==> config.mk <==
export PLATFORM = sky130hd
export DESIGN_NAME = rf_wb_arbiter
export DESIGN_NICKNAME = d
export VERILOG_FILES = /design/src/rtl/rf_pkg.sv /design/src/rtl/rf_scoreboard.sv /design/src/rtl/rf_wb_arbiter.sv
export SDC_FILE = /design/constraint.sdc
export NUM_CORES = 1
export LEC_CHECK = 0
export BUFFER_PORTS_ARGS = -buffer_cell sky130_fd_sc_hd__buf_2
export CORE_ASPECT_RATIO = 0.6
export CORE_MARGIN = 2
export CORE_UTILIZATION = 40
export DETAILED_ROUTE_END_ITERATION = 7
export PLACE_DENSITY = 0.72
export SLEW_MARGIN = 20
export SYNTH_ARGS = -nofsm -noshare
export SYNTH_HDL_FRONTEND = slang
export SYNTH_SLANG_ARGS = --single-unit
==> constraint.sdc <==
create_clock -name clk -period 2 [get_ports clk]
set_clock_uncertainty 0.15 [all_clocks]
set_input_delay 0.1 -clock clk [delete_from_list [all_inputs] [get_ports clk]]
set_output_delay 0.1 -clock clk [all_outputs]
set_load 0.005 [all_outputs]
==> src/rtl/rf_pkg.sv <==
// rtl/rf_pkg.sv - shared widths, writeback source enum and request struct
package rf_pkg;

    localparam int DATA_WIDTH = 32;
    localparam int REG_COUNT  = 32;
    localparam int ADDR_WIDTH = $clog2(REG_COUNT);

    typedef enum logic {
        WB_SRC_ALU = 1'b0,
        WB_SRC_LSU = 1'b1
    } wb_src_e;

    typedef struct packed {
        logic                  valid;
        logic [ADDR_WIDTH-1:0] addr;
        logic [DATA_WIDTH-1:0] data;
    } wb_req_t;

endpackage

==> src/rtl/rf_scoreboard.sv <==
// rtl/rf_scoreboard.sv - per-register pending-write bits with busy lookups
module rf_scoreboard #(
    parameter  int REG_COUNT  = rf_pkg::REG_COUNT,
    localparam int ADDR_WIDTH = $clog2(REG_COUNT)
) (
    input  logic                  clk,
    input  logic                  rst,
    input  logic                  set_en_i,
    input  logic [ADDR_WIDTH-1:0] set_addr_i,
    input  logic                  clr_en_i,
    input  logic [ADDR_WIDTH-1:0] clr_addr_i,
    input  logic                  flush_i,
    input  logic [ADDR_WIDTH-1:0] rs1_addr_i,
    input  logic [ADDR_WIDTH-1:0] rs2_addr_i,
    input  logic [ADDR_WIDTH-1:0] rd_addr_i,
    output logic                  rs1_busy_o,
    output logic                  rs2_busy_o,
    output logic                  rd_busy_o
);

    logic [REG_COUNT-1:0] pending_q;
    logic [REG_COUNT-1:0] pending_d;

    // Clear before set so a new producer issued on the commit edge stays pending.
    always_comb begin
        pending_d = pending_q;
        if (flush_i) begin
            pending_d = '0;
        end else begin
            if (clr_en_i) begin
                pending_d[clr_addr_i] = 1'b0;
            end
            if (set_en_i) begin
                pending_d[set_addr_i] = 1'b1;
            end
        end
        pending_d[0] = 1'b0;
    end

    always_ff @(posedge clk) begin
        if (rst) begin
            pending_q <= '0;
        end else begin
            pending_q <= pending_d;
        end
    end

    assign rs1_busy_o = pending_q[rs1_addr_i];
    assign rs2_busy_o = pending_q[rs2_addr_i];
    assign rd_busy_o  = pending_q[rd_addr_i];

endmodule

==> src/rtl/rf_wb_arbiter.sv <==
// rtl/rf_wb_arbiter.sv - round-robin ALU/LSU writeback arbiter driving the register file write port
module rf_wb_arbiter
    import rf_pkg::*;
#(
    parameter  int DATA_WIDTH = rf_pkg::DATA_WIDTH,
    parameter  int REG_COUNT  = rf_pkg::REG_COUNT,
    localparam int ADDR_WIDTH = $clog2(REG_COUNT)
) (
    input  logic                  clk,
    input  logic                  rst,
    input  logic                  alu_valid_i,
    input  logic [ADDR_WIDTH-1:0] alu_addr_i,
    input  logic [DATA_WIDTH-1:0] alu_data_i,
    output logic                  alu_ready_o,
    input  logic                  lsu_valid_i,
    input  logic [ADDR_WIDTH-1:0] lsu_addr_i,
    input  logic [DATA_WIDTH-1:0] lsu_data_i,
    output logic                  lsu_ready_o,
    input  logic                  issue_en_i,
    input  logic [ADDR_WIDTH-1:0] issue_addr_i,
    input  logic                  flush_i,
    input  logic [ADDR_WIDTH-1:0] rs1_addr_i,
    input  logic [ADDR_WIDTH-1:0] rs2_addr_i,
    input  logic [ADDR_WIDTH-1:0] rd_addr_i,
    output logic                  rs1_busy_o,
    output logic                  rs2_busy_o,
    output logic                  rd_busy_o,
    output logic [DATA_WIDTH-1:0] rf_write_data_o,
    output logic [ADDR_WIDTH-1:0] rf_write_addr_o,
    output logic                  rf_write_en_o
);

    wb_src_e               last_grant_q, last_grant_d;
    logic                  wr_en_q, wr_en_d;
    logic [ADDR_WIDTH-1:0] wr_addr_q, wr_addr_d;
    logic [DATA_WIDTH-1:0] wr_data_q, wr_data_d;
    logic                  alu_grant, lsu_grant;

    // On conflict the source that did not win last time is favoured.
    always_comb begin
        alu_grant    = alu_valid_i && (!lsu_valid_i || (last_grant_q == WB_SRC_LSU));
        lsu_grant    = lsu_valid_i && (!alu_valid_i || (last_grant_q == WB_SRC_ALU));
        last_grant_d = last_grant_q;
        wr_en_d      = 1'b0;
        wr_addr_d    = '0;
        wr_data_d    = '0;
        if (alu_grant) begin
            last_grant_d = WB_SRC_ALU;
            wr_en_d      = (alu_addr_i != '0);
            wr_addr_d    = alu_addr_i;
            wr_data_d    = alu_data_i;
        end else if (lsu_grant) begin
            last_grant_d = WB_SRC_LSU;
            wr_en_d      = (lsu_addr_i != '0);
            wr_addr_d    = lsu_addr_i;
            wr_data_d    = lsu_data_i;
        end
    end

    always_ff @(posedge clk) begin
        if (rst) begin
            last_grant_q <= WB_SRC_LSU;
            wr_en_q      <= 1'b0;
            wr_addr_q    <= '0;
            wr_data_q    <= '0;
        end else begin
            last_grant_q <= last_grant_d;
            wr_en_q      <= wr_en_d;
            wr_addr_q    <= wr_addr_d;
            wr_data_q    <= wr_data_d;
        end
    end

    assign alu_ready_o     = alu_grant;
    assign lsu_ready_o     = lsu_grant;
    assign rf_write_en_o   = wr_en_q;
    assign rf_write_addr_o = wr_addr_q;
    assign rf_write_data_o = wr_data_q;

    // Pending bits clear on the same edge the register file captures the write.
    rf_scoreboard #(
        .REG_COUNT (REG_COUNT)
    ) u_scoreboard (
        .clk        (clk),
        .rst        (rst),
        .set_en_i   (issue_en_i && (issue_addr_i != '0)),
        .set_addr_i (issue_addr_i),
        .clr_en_i   (wr_en_q),
        .clr_addr_i (wr_addr_q),
        .flush_i    (flush_i),
        .rs1_addr_i (rs1_addr_i),
        .rs2_addr_i (rs2_addr_i),
        .rd_addr_i  (rd_addr_i),
        .rs1_busy_o (rs1_busy_o),
        .rs2_busy_o (rs2_busy_o),
        .rd_busy_o  (rd_busy_o)
    );

endmodule
Word-level counts from Yosys, hierarchy flattened:

Cells that the tools add are included.

* bits in registers: 71
* input bits: 100
* output and inout port bits: 43

* $lt $le $gt $ge: 7
* multiplexer cells: 21
* bitwise gates (word level): 4
* reductions and logical operators: 14

Operators with widths (count)
* 32-bit 2-to-1 mux: 5
* 32-bit AND: 1
* 32-bit inverter: 1
* 32-bit bitwise OR: 1
* 5-bit by 6-bit < comparator with 1-bit output (second input constant): 5
* 1-bit binary-select mux with 5-bit select: 3
* 5-bit nonzero test: 3
* 1-bit demux with 5-bit select: 2
* 5-bit by 1-bit >= comparator with 1-bit output (second input constant): 2
* 5-bit 2-to-1 mux: 2
* 1-bit 2-to-1 mux: 9
* 1-bit logical AND: 5
* 1-bit zero test: 2
* 1-bit logical OR: 2
* 2-bit nonzero test: 1
* 2-bit OR reduction: 1
* 1-bit inverter: 1

Longest topological paths before layout:

Gate-level depths: netlist of run 1.

* depth in word-level cells: 10
* mapped depth: 6

Hierarchy:

A second synthesis of run 1 with hierarchy kept.

* cell total of the unflattened synthesis: 409
* area, all modules: 3602.2 µm²

Modules (own cells, without submodules)
* rf_scoreboard: times used 1, cells each 267, area each 2187.1 µm², sequential area each 620.6 µm²
* rf_wb_arbiter: times used 1, cells each 142, area each 1415.1 µm², sequential area each 780.7 µm²

Worst setup path after synthesis of run 1:

No wires, ideal clock.

* kind: register to register
* start: register wr_addr_q[4], in the netlist rf_write_addr_o[4]
* end: register u_scoreboard.pending_q[17]
* library setup time: 0.132 ns
* data arrival time: 1.114 ns
* data required time: 1.718 ns
* path slack: 0.604 ns
* stages on the path, launching flop included: 4
* buffers on the path: 0
* clock period less this slack: 1.396 ns
* cell sequence: dfxtp_1 -> or3b_2 -> o21ai_0 -> a21oi_1

* cells in the longest elaborated chain, start to end: 10
* elaborated cells on any way between the ends: 11

RTL lines
* start: declaration: RTL line rf_wb_arbiter.sv:35 `logic [ADDR_WIDTH-1:0] wr_addr_q, wr_addr_d;`
* start signal: assignment: RTL line rf_wb_arbiter.sv:69 `wr_addr_q <= wr_addr_d;`
* 5-bit by 6-bit < comparator with 1-bit output (not written as such) / 5-bit by 1-bit >= comparator with 1-bit output (equally long branches): RTL line rf_scoreboard.sv:31 `pending_d[clr_addr_i] = 1'b0;`
* 1-bit logical AND (not written as such): RTL line rf_scoreboard.sv:31
* 1-bit 2-to-1 mux (not written as such): RTL line rf_scoreboard.sv:31
* 1-bit demux with 5-bit select (*)
* 32-bit inverter (no line) (*)
* 32-bit AND (no line) (*)
* 32-bit 2-to-1 mux (*): RTL line rf_scoreboard.sv:30 `if (clr_en_i) begin`
* 32-bit 2-to-1 mux (*): RTL line rf_scoreboard.sv:27 `if (flush_i) begin`
* 32-bit bitwise OR (no line)
* 32-bit 2-to-1 mux (*): RTL line rf_scoreboard.sv:33 `if (set_en_i) begin`
* end signal: assignment: RTL line rf_scoreboard.sv:44 `pending_q <= pending_d;`
* end: declaration: RTL line rf_scoreboard.sv:21 `logic [REG_COUNT-1:0] pending_q;`

Mark *: on every way between the ends. The rest lies on a longest branch, timed or not. The select of a mux whose other input is x is not followed.
A chain may end at the register's enable or synchronous reset.

Worst setup path in the final report of run 1:

* start: input lsu_valid_i
* end: register wr_data_q[1], in the netlist rf_write_data_o[1]

* cells in the longest elaborated chain, start to end: 4
* elaborated cells on any way between the ends: 6

RTL lines
* start: declaration: RTL line rf_wb_arbiter.sv:15 `input logic lsu_valid_i,`
* 1-bit zero test: RTL line rf_wb_arbiter.sv:41 `alu_grant = alu_valid_i && (!lsu_valid_i || (last_grant_q == WB_SRC_LSU));`
* 1-bit logical OR: RTL line rf_wb_arbiter.sv:41
* 1-bit logical AND: RTL line rf_wb_arbiter.sv:41
* 32-bit 2-to-1 mux (*): RTL line rf_wb_arbiter.sv:47 `if (alu_grant) begin`
* end signal: assignment: RTL line rf_wb_arbiter.sv:70 `wr_data_q <= wr_data_d;`
* end: declaration: RTL line rf_wb_arbiter.sv:36 `logic [DATA_WIDTH-1:0] wr_data_q, wr_data_d;`

Mark *: on every way between the ends. The rest lies on a longest branch, timed or not.

==> results of run 1 <==
-- final cells by class --
class	count	area, sq um	share of cell area (%)
Multi-Input combinational cell	302	1920	35.8
Sequential cell	70	1400	26.1
Timing Repair Buffer	224	1540	28.6
Clock buffer	10	239	4.46
Clock inverter	6	109	2.03
Inverter	4	15.0	0.280
Tap cell	112	140	2.61
-- cell families (layout without fill, tap and decap cells) --
logic type	count (synthesis)	count (layout)	synth area share [%]
and+or+nand+nor	138	138	18.8
AOI/OAI and AO/OA	128	128	22.3
DFF	70	70	40.3
muxes	36	36	13.9
buffers and inverters	31	244	4.60
-- timing repair --
action / 4_1_cts / 5_1_grt
gates resized for setup: 0 / 5
hold buffers: 77 / 0
endpoints found under the hold margin: 39 / 0
setup endpoints to repair: 0 / 35
-- critical path: cells and delay by family --
kind / cells / cell delay, ns
AO/OA/AOI/OAI: 2 / 0.29
buffers and inverters: 4 / 1.49
AND/OR/NAND/NOR: 1 / 0.15
-- sequential cells by signal (all words and copies together), names as in the netlist --
register,flops
rf_write_en_o,1
rf_write_data_o,32
last_grant_q,1
u_scoreboard.pending_q,31
rf_write_addr_o,5
-- per-layer routing --
| metal | track usage (%) | share of wire [%] |
|---|---|---|
| met3 | 8.50 | 9.1 |
| met1 | 32.3 | 43 |
| met4 | 10.6 | 3.0 |
| met5 | 0 | 0 |
| met2 | 39.3 | 45 |
-- stage by stage --
| stage | util [%] | area (sq um) |
|---|---|---|
| 3_3_place_gp | 49.8 | 4230 |
| 3_5_place_dp | 49.8 | 4230 |
| 4_1_cts | 62.9 | 5340 |
| 6_report | 63.1 | 5360 |
| 5_1_grt | 63.1 | 5360 |
| 2_1_floorplan | - | 3480 |
-- synthesized netlist by cell type (4+ instances only) --
cell	number	area share (%)
dfxtp_1	70	40
nor2_1	47	5.1
a22oi_1	43	9.3
a21oi_1	41	5.9
nand2_1	39	4.2
o21ai_0	34	4.9
mux2i_1	27	7.8
nand3_1	14	2.0
clkbuf_1	12	1.3
buf_2	8	1.2
nand2b_1	7	1.3
mux4_2	6	3.9
nor2b_1	6	1.1
nand3b_1	5	1.1
inv_1	4	0.43
nor3b_1	4	0.86
-- power breakdown --
part | switching [mW] | internal [mW] | total, mW
Sequential | 0.0261 | 1.45 | 1.47
Clock | 0.590 | 1.25 | 1.84
Combinational | 0.292 | 0.348 | 0.640
Total | 0.908 | 3.04 | 3.95
-- final timing paths --
check / from / end / slack, ns / cells past startpoint
setup / recovery: lsu_valid_i / rf_write_data_o[1] / 0.07 / 7
hold / removal: issue_addr_i[3] / u_scoreboard.pending_q[1] / 0.06 / 4
setup reg to reg: last_grant_q / rf_write_data_o[1] / 0.11 / 6
hold reg to reg: u_scoreboard.pending_q[7] / u_scoreboard.pending_q[7] / 0.37 / 2
-- placed cells by master (no fill, tap or decap), types with 2 or more instances in the layout --
master         count
nor2_1            47
o211ai_1           3
and3_1             2
inv_1              4
dlygate4sd3_1     77
mux4_1             3
o21ai_0           34
and3b_1            3
clkinv_2           2
mux4_2             6
o2111ai_1          3
nand2b_1           7
bufinv_16          3
nor2b_1            6
nand3b_1           5
a21oi_1           41
or3b_2             2
nand4_1            3
a211oi_1           3
a22oi_1           43
nand2_1           39
mux2i_1           27
nor3b_1            4
or4_1              2
dfxtp_1           70
buf_2            142
clkbuf_16          9
nand3_1           14
buf_4              3
==> results.toml, run 1 <==
[worst_setup_path]
critPathCaptureType = "flip-flop"
critPathLaunchType = "input pin"
cp.arrival_ns = 2.03
cp_max_fo = 39
cp_slowest_cell = "dlygate4sd3_1"
path_cells = "dlygate4sd3_1 -> buf_2 -> a21boi_2 -> buf_12 -> a22oi_1 -> dlygate4sd3_1 -> nor2_1"
cp_common_cell = "dlygate4sd3_1"
critPathRequiredTime_ns = 2.10
worst-setup-path-type = "input pin to flip-flop"
slowest_delay_ns = 0.59

[cts]
clock_sinks = 70
clock_latency_ns = 0.33
cts_root_buf = "clkbuf_16"
cts_buffers = 9
clk_pin_slew_ns = 0.06
cts_tree = "done"
clockBufferDepth = 2
cts_setup_buffers = 0
htreeDepth = 3

[timing]
tightest_slew_ns = 0.731
timing.hold.ws_ns = 0.0553
setup_viol = 0
max_freq_ghz = 0.517
relSlewSlack_pct = 51.1
fin_crit_sh_pct = 96.6
setup_ws_ns = 0.0670
finalSetupTns_ns = 0
hold_viol = 0
period_minus_slack_ns = 1.93
report.final.slew_viol_count = 0
rsz0062_at_grt = "no"

[synth]
yosys_warnings = 0
synth_flop_cell = "dfxtp_1"
yosysSeqAreaShare_pct = 40.3
synth_edf_count = 0
avgSynthCellArea_sq_um = 8.63
synth-seq-cells = 70
synth_fp_nets = 503
synth_cell_types = 33
synthCells = 403
synthArstFlopShare_pct = 0
syn_area_sq_um = 3480

[power]
p_total_mw = 3.95
ir_drop_mv = 0.589
power.density_nw_per_um2 = 737
p_leak_nw = 2.31

[place]
dp_cells = 635
dpl.hpwl_um = 7840
io_buffers = 142
dp_slack_ns = 0.434
gp_congestion = 0.954

[floorplan]
die_w_um = 124
initial_core_util_pct = 41.0
pin_count = 143
core_area_sq_um = 8490
die_area_sq_um = 9480
die_y_um = 76.2
rows = 26

[route]
ant_nets = 0
first_pass_iters = 5
avgViaCountPerCell = 5.57
drt_iter0_markers = 268
drc = 0
wire_per_inst_um = 16.7
num_vias = 4055
drt-total-wl_um = 12200

[global_routing]
antenna_found_initial = 0
grt_use_total_pct = 25.3
grt_max_degree = 40
grt_pass1_vias = 3989
grt_pass1_wl_um = 19300
overflow = 0

[finish]
antenna_cells = 0
syn_to_final_growth_pct = 54.1
drive_gt1_share_pct = 28.1
fin_nets = 711
fin_cells = 728
num-fill-cells = 720

[flow_run]
maxCapViolations = 0

[run_status]
status = "complete, no violations"

[hold_path]
min_path_type = "input pin to flip-flop"
(Power assumes the default switching activity.)
==> run 2, diff against run 1 <==
--- a/config.mk
+++ b/config.mk
@@ -7,7 +7,6 @@
 export LEC_CHECK = 0
 export BUFFER_PORTS_ARGS = -buffer_cell sky130_fd_sc_hd__buf_2
 export CORE_ASPECT_RATIO = 0.6
-export CORE_MARGIN = 2
 export CORE_UTILIZATION = 40
 export DETAILED_ROUTE_END_ITERATION = 7
 export PLACE_DENSITY = 0.72
==> constraint.sdc (replaced) <==
create_clock -name clk -period 2.1 [get_ports clk]
set_clock_uncertainty 0.15 [all_clocks]
set_input_delay 0.105 -clock clk [delete_from_list [all_inputs] [get_ports clk]]
set_output_delay 0.105 -clock clk [all_outputs]
set_load 0.005 [all_outputs]
==> results.toml, run 2 (synthesized netlist as in run 1, its figures left out) <==
[global_routing]
use_met1_pct = 35.2
grt_max_degree = 40
grt_use_total_pct = 27.3
grt_util_met2_pct = 45.5
grt_pass1_wl_um = 18800
met3_usage_pct = 6.52
overflow = 0
busiest_layer = "met2"
grt_pass1_vias = 3817
antenna_found_initial = 0

[power]
p_leak_nw = 2.29
power.density_nw_per_um2 = 664
combPwrFrac_pct = 17.2
ir_drop_mv = 0.639
p_int_mw = 2.66
power_frac_seq_pct = 39.9
clkPwrFrac_pct = 42.9
p_sw_mw = 0.867
p_sw_share_pct = 24.6

[route]
wire_per_inst_um = 16.6
drc = 0
first_pass_iters = 5
avgViaCountPerCell = 5.48
num_vias = 3981
drt-total-wl_um = 12000
drt_iter0_markers = 296
ant_nets = 0

[timing]
period_minus_slack_ns = 2.01
timing.hold.ws_ns = 0.0518
setup_ws_ns = 0.0934
report.final.slew_viol_count = 0
max_freq_ghz = 0.498
hold_viol = 0
rsz0062_at_grt = "no"
tightest_slew_ns = 0.716
relSlewSlack_pct = 52.1
finalSetupTns_ns = 0
setup_viol = 0
fin_crit_sh_pct = 95.6

[worst_setup_path]
slowest_delay_ns = 0.60
worst-setup-path-type = "input pin to flip-flop"
cp_max_fo = 26
critPathLaunchType = "input pin"
cp_common_cell = "dlygate4sd3_1"
path_cells = "dlygate4sd3_1 -> buf_2 -> a21boi_2 -> buf_4 -> a22oi_1 -> dlygate4sd3_1 -> nor2_1"
r2r_slack_ns = 0.16
cp_slowest_cell = "dlygate4sd3_1"
critPathCaptureType = "flip-flop"
critPathRequiredTime_ns = 2.20
cp.arrival_ns = 2.11

[flow_run]
maxCapViolations = 0

[place]
dp_slack_ns = 0.528
gp_congestion = 0.836
dpl.hpwl_um = 7930
io_buffers = 142

[floorplan]
core_area_sq_um = 8130
die_y_um = 74.2
initial_core_util_pct = 42.8
rows = 25
die_area_sq_um = 9080
pin_count = 143
die_w_um = 122

[finish]
fin_nets = 713
antenna_cells = 0
final_cell_mix = "142 x buf_2, 77 x dlygate4sd3_1, 70 x dfxtp_1, 47 x nor2_1, 43 x a22oi_1"
drive_gt1_share_pct = 28.3
largest_reg_flops = 32
final_common_cell = "buf_2"
syn_to_final_growth_pct = 52.6

[cts]
clk_pin_slew_ns = 0.06
ctsHoldBuffers = 77
clock_latency_ns = 0.33
cts_setup_buffers = 0
clockBufferDepth = 2
cts_buffers = 9
htreeDepth = 3
cts_tree = "done"
cts.repair.resized = 0
clock_sinks = 70
cts_root_buf = "clkbuf_16"

[hold_path]
min_path_type = "input pin to flip-flop"

[run_status]
status = "complete, no violations"
run 2: changes by cell type in the layout (fill, tap and decap cells not counted), sizes merged:
| cell | before | now |
|---|---|---|
| buf | 147 | 149 |
| bufinv | 3 | 1 |
| clkinv | 3 | 4 |
| clkinvlp | 0 | 1 |
run 2: final cells by class:
class	count	area, sq um
multi-input combinational	302	1920
clock buffer	10	239
inverter	4	15.0
timing repair buffer	226	1530
fill	691	2830
sequential	70	1400
clock inverter	6	61.3
tap	108	135
run 2: power groups by stage:
| stage | logic (mW) | clock network (mW) | registers [mW] |
|---|---|---|---|
| after floorplan | 0.231 | 0 | 1.44 |
| after global placement | 0.433 | 0 | 1.43 |
| after detailed placement | 0.442 | 0 | 1.43 |
| after CTS | 0.587 | 1.53 | 1.40 |
| after global routing | 0.660 | 1.59 | 1.41 |
| final | 0.607 | 1.51 | 1.41 |
run 2: final timing paths:
kind,from,depth (start not counted),to
max,lsu_valid_i,7,rf_write_data_o[17]
min,alu_addr_i[2],4,rf_write_en_o
max reg2reg,last_grant_q,6,rf_write_data_o[17]
min reg2reg,u_scoreboard.pending_q[22],2,u_scoreboard.pending_q[22]
run 2: critical path, delay by kind of cell:
family | cells | cell delay (ns)
compound gates | 2 | 0.29
simple gates | 1 | 0.11
buf+inv | 4 | 1.58
run 2: stage by stage:
stage	util [%]	total power, mW	instances	area (sq um)
global placement	52.1	1.86	633	4240
detailed placement	52.1	1.87	633	4240
CTS	65.2	3.52	726	5310
global route	65.2	3.66	726	5310
floorplan	-	1.67	403	3480
finish	65.2	3.52	726	5310
run 2: routing by layer:
layer | share of wire (%) | up-vias | routed length (um)
met4 | 1.8 | 0 | 213
met5 | 0 | - | 0
met2 | 45 | 169 | 5460
met1 | 46 | 1892 | 5550
met3 | 6.8 | 22 | 820
li1 | - | 1898 | -
